File: src/rtl/sdram_regfile_pkg.sv
// Shared constants for the SDRAM mode/timing register file: LMR opcode,
// AddrIn field map, default reset values and zero-clamp helpers.
package sdram_regfile_pkg;

  // {CS, RAS, CAS, WeIn} pattern of the LOAD MODE REGISTER command
  localparam logic [3:0] LMR_OPCODE = 4'b0000;

  localparam int BC_LSB   = 0;
  localparam int BC_W     = 3;
  localparam int AM_LSB   = 3;
  localparam int AM_W     = 1;
  localparam int LAT_LSB  = 4;
  localparam int LAT_W    = 4;
  localparam int PRE_LSB  = 8;
  localparam int PRE_W    = 8;
  localparam int WAIT_LSB = 16;
  localparam int WAIT_W   = 8;
  localparam int CAS_LSB  = 24;
  localparam int CAS_W    = 8;

  localparam logic [7:0] DEF_TBURST = 8'd1;
  localparam logic [3:0] DEF_TLAT   = 4'd2;
  localparam logic [7:0] DEF_TPRE   = 8'd2;
  localparam logic [7:0] DEF_TWAIT  = 8'd2;
  localparam logic [7:0] DEF_TCAS   = 8'd2;

  // A zero timing field would stall a controller counter forever
  function automatic logic [7:0] nz8(input logic [7:0] v);
    return (v == 8'd0) ? 8'd1 : v;
  endfunction

  function automatic logic [3:0] nz4(input logic [3:0] v);
    return (v == 4'd0) ? 4'd1 : v;
  endfunction

endpackage

File: src/rtl/sdram_burst_decode.sv
// Maps the 3-bit burst code to a beat count (1,2,4,...,128).
module sdram_burst_decode (
  input  logic [2:0] bc,
  output logic [7:0] beats
);

  assign beats = 8'd1 << bc;

endmodule

File: src/rtl/sdram_mode_regfile.sv
// SDRAM mode/timing register file loaded by the LOAD MODE REGISTER command.
// Define SDRAM_REGFILE_CLAMP_EN to store zero timing fields as 1.
module sdram_mode_regfile
  import sdram_regfile_pkg::*;
#(
  parameter logic [7:0] RST_TBURST = DEF_TBURST,
  parameter logic [3:0] RST_TLAT   = DEF_TLAT,
  parameter logic [7:0] RST_TPRE   = DEF_TPRE,
  parameter logic [7:0] RST_TWAIT  = DEF_TWAIT,
  parameter logic [7:0] RST_TCAS   = DEF_TCAS
) (
  input  logic        Clk,
  input  logic        Rst,
  input  logic        CS,
  input  logic        RAS,
  input  logic        CAS,
  input  logic        WeIn,
  input  logic [31:0] AddrIn,
  output logic [7:0]  tburst,
  output logic        addr_mode,
  output logic [3:0]  tlat,
  output logic [7:0]  tpre,
  output logic [7:0]  twait,
  output logic [7:0]  tcas
);

  logic       lmr;
  logic [7:0] beats;
  logic [3:0] lat_d;
  logic [7:0] pre_d;
  logic [7:0] wait_d;
  logic [7:0] cas_d;

  assign lmr = ({CS, RAS, CAS, WeIn} == LMR_OPCODE);

  sdram_burst_decode u_burst_decode (
    .bc    (AddrIn[BC_LSB +: BC_W]),
    .beats (beats)
  );

`ifdef SDRAM_REGFILE_CLAMP_EN
  assign lat_d  = nz4(AddrIn[LAT_LSB  +: LAT_W]);
  assign pre_d  = nz8(AddrIn[PRE_LSB  +: PRE_W]);
  assign wait_d = nz8(AddrIn[WAIT_LSB +: WAIT_W]);
  assign cas_d  = nz8(AddrIn[CAS_LSB  +: CAS_W]);
`else
  assign lat_d  = AddrIn[LAT_LSB  +: LAT_W];
  assign pre_d  = AddrIn[PRE_LSB  +: PRE_W];
  assign wait_d = AddrIn[WAIT_LSB +: WAIT_W];
  assign cas_d  = AddrIn[CAS_LSB  +: CAS_W];
`endif

  // Reset has priority over a coincident LMR; all fields load as one word
  always_ff @(posedge Clk) begin
    if (Rst) begin
      tburst    <= RST_TBURST;
      addr_mode <= 1'b0;
      tlat      <= RST_TLAT;
      tpre      <= RST_TPRE;
      twait     <= RST_TWAIT;
      tcas      <= RST_TCAS;
    end else if (lmr) begin
      tburst    <= beats;
      addr_mode <= AddrIn[AM_LSB];
      tlat      <= lat_d;
      tpre      <= pre_d;
      twait     <= wait_d;
      tcas      <= cas_d;
    end
  end

endmodule

File: config.mk
export PLATFORM = sky130hd
export DESIGN_NAME = sdram_mode_regfile
export DESIGN_NICKNAME = d
export VERILOG_FILES = /design/src/rtl/sdram_regfile_pkg.sv /design/src/rtl/sdram_burst_decode.sv /design/src/rtl/sdram_mode_regfile.sv
export SDC_FILE = /design/constraint.sdc
export NUM_CORES = 1
export LEC_CHECK = 0
export BUFFER_PORTS_ARGS = -buffer_cell sky130_fd_sc_hd__buf_2
export CORE_AREA = 2 2 61 63
export CTS_BUF_LIST = sky130_fd_sc_hd__clkbuf_4
export CTS_CLUSTER_SIZE = 25
export DETAILED_ROUTE_END_ITERATION = 8
export DIE_AREA = 0 0 63 65
export PLACE_DENSITY = 0.74
export SLEW_MARGIN = 20
export SYNTH_ARGS = -nofsm -noshare
export SYNTH_HDL_FRONTEND = slang
export SYNTH_SLANG_ARGS = --single-unit
File: constraint.sdc
create_clock -name Clk -period 1.7 [get_ports Clk]
set_input_delay 0.51 -clock Clk [delete_from_list [all_inputs] [get_ports Clk]]
set_output_delay 0.51 -clock Clk [all_outputs]
set_load 0.005 [all_outputs]
==> impl_results.md <==
* Clock share of power at 29.2%
* WL/cell at 10.4 µm
* Peak supply drop at 0.389 mV
* Hold violation total from the final report at 0
* Rows at 22
* DR pass1 iterations at 5
* Hold Path Depth at 3
* Yosys cell types at 15
* Post-route ant nets at 0
* Tot GR Track Use at 15.8%
* Clk sinks at 37
* Largest net degree at the start of global routing at 23
* Die height at 65 µm
* Worst Skew at 0 ns
* Ports at 75
* Via count at 1325
* Gate Count Post-Synth at 161
* MaxCap Viol Count at 0
* Top Usage Layer GRT: met2
* Detail Placement HPWL at 2260 µm
* # DRC at 0
* Vias in the first global route at 1218
* Mean Syn Cell Area at 8.18 µm²
* Path depth of the worst reg2reg path at 1
* Top cell type's share of synthesized area at 56.3%
* CP startpoint: CAS
* Design Area, Final at 1850 µm²
* Die area at 4100 µm²
* Syn_nets at 199
* Initial core utilization at 37.7%
* Post-cts sizing count at 0
* Final period util at 90.3%
* Drt total wl at 3020 µm
* End of the worst hold path: tlat[1]
* Fin crit period at 1.53 ns
* Endpoint type of the worst setup path: register
* Crit Path Max Fanout at 4
* RSZ-0062 raised after global routing: no
* Internal power at 0.00112 W
* Status: finished clean
* Core area at 3500 µm²
* FF-to-FF End: tburst[0]
* GR Util met2 at 25.5%
* Worst Setup Start Kind: input pin
* Yosys synthesis warning count at 0
* CTS tree: built
* Max-slew headroom at 85.5%
* Num CTS Buffers at 5
* R2r setup slk at 1.04 ns
* Post-CTS Setup Bufs at 0
* Worst skew pair latency at 0.33 ns
* Setup-failing EPs final at 0
* Sw Pwr at 0.000333 W
* Met1 Usage GRT at 19.1%
* Netlist Area Pre-Place at 1320 µm²
* Synth area leaders: dfxtp_1, nand2_1, a21oi_1
* Hold Path Class: input pin to register
* Max clock buf depth at 2
* End-of-flow core utilization at 52.8%
* Worst Path Arrival at 1.80 ns
* Setup TNS at 0 ns
* Htree depth at 2
* Clk root buf: clkbuf_4
* Port bufs at 74
* Layout area overhead at 40.2%
* Die width at 63 µm
* Crit path kind: input pin to register
* Sequential Power Share at 61.3%
* CP Data Required Time at 1.97 ns
* Leakage at 0.836 nW
* Layout cells sized above 1 at 38.4%
* Via/cell ratio at 4.57
* DP Area at 1800 µm²
* Post-cts hold buffer count at 0
* Global-route wire length before repair at 5090 µm
* Combinational Power Share at 9.4%
* Ant. Diodes at 0
* Grt ovf at 0
* NumNets Final at 280
* Worst hold slack at 0.384 ns
* Worst Hold Launch: AddrIn[5]
* Fmax at 652 MHz
* Gpl congestion at 0.693
* Synth area leader: dfxtp_1
* Sequential area share after synthesis at 56.3%
* DRT iter0 DRCs at 37
* Worst-margin pin slew at 0.216 ns
* Clock transition at the registers of the reported paths at 0.09 ns
* Power Dens Cells at 787 nW/µm²
* Flops & latches, synth at 37
* Max-slew violation count at 0
* Routing usage on met3 at 4.34%
* Sw Ratio at 22.9%
* Antenna violations before repair at 0
* R2r startpoint: tburst[0]
-- flip-flops by register name (all words and copies together) (netlist names) --
signal and flops:
tlat 4, twait 8, addr_mode 1, tburst 8
tpre 8, tcas 8
-- cells in the final DEF (no fill, tap or decap) --
cell	Yosys	layout
buf_2	0	74
nand2_1	65	65
dfxtp_1	37	37
a21oi_1	32	32
buf_4	0	11
clkbuf_4	0	6
nand3b_1	4	4
nand4b_1	3	3
or4b_1	2	2
or4_4	1	1
nor4_4	0	1
nor2_1	1	1
nand3_1	1	1
nor4_1	1	1
a211o_1	1	1
nand4_1	1	1
clkinv_1	0	1
-- cells in the mapped netlist, drive strengths merged --
cell / instances
nand2: 65
dfxtp: 37
a21oi: 32
clkbuf: 10
nand3b: 4
nand4b: 3
nor4: 2
or4b: 2
a211o: 1
buf: 1
nand3: 1
nand4: 1
nor2: 1
or4: 1
-- critical path, cell delays in order --
cell	delay, ns
buf_2	0.12
or4_4	0.55
or4b_1	0.48
a21oi_1	0.14
-- per-layer routing --
metal,vias to the layer above,routed length (µm)
met3,4,245
met5,-,0
li1,695,-
met2,48,1390
met1,578,1350
met4,0,44
-- power by group through the flow --
stage                     sequential (W)  clock (W)  combinational, W
after CTS                       0.000892   0.000444          0.000140
final                           0.000891   0.000425          0.000137
after floorplan                 0.000914          0         0.0000473
after global placement          0.000912          0          0.000137
after global routing            0.000894   0.000485          0.000155
after detailed placement        0.000912          0          0.000139
-- how the worst max path moves through the flow --
stage / end / slack, ns / depth (start not counted)
floorplan: tburst[1] / 0.003 / 3
global placement: tburst[1] / -0.16 / 4
detailed placement: tburst[1] / -0.18 / 4
CTS: tburst[1] / 0.18 / 4
global route: tburst[1] / 0.16 / 4
finish: tburst[1] / 0.17 / 4
-- area by class of cell --
| class | count | area, µm² |
|---|---|---|
| multi-input cells | 113 | 543 |
| clock inverters | 1 | 3.75 |
| clock buffers | 6 | 45.0 |
| well taps | 48 | 60.1 |
| fillers | 364 | 1650 |
| flip-flops and latches | 37 | 741 |
| repair buffers | 85 | 453 |
-- cell families (layout without fill, tap and decap cells) --
kind of cell	Yosys count	after routing	share of synthesized area (%)
simple gates	80	80	27.8
flops	37	37	56.3
compound gates	33	33	12.8
buf+inv	11	92	3.14
-- through the flow --
step	setup slack (ns)	std cells	power [W]
floorplan	0.00344	161	0.000961
global placement	-0.159	283	0.00105
detailed placement	-0.178	283	0.00105
CTS	0.183	290	0.00148
global route	0.162	290	0.00153
finish	0.166	290	0.00145
Power figures use the tool's default switching activity.
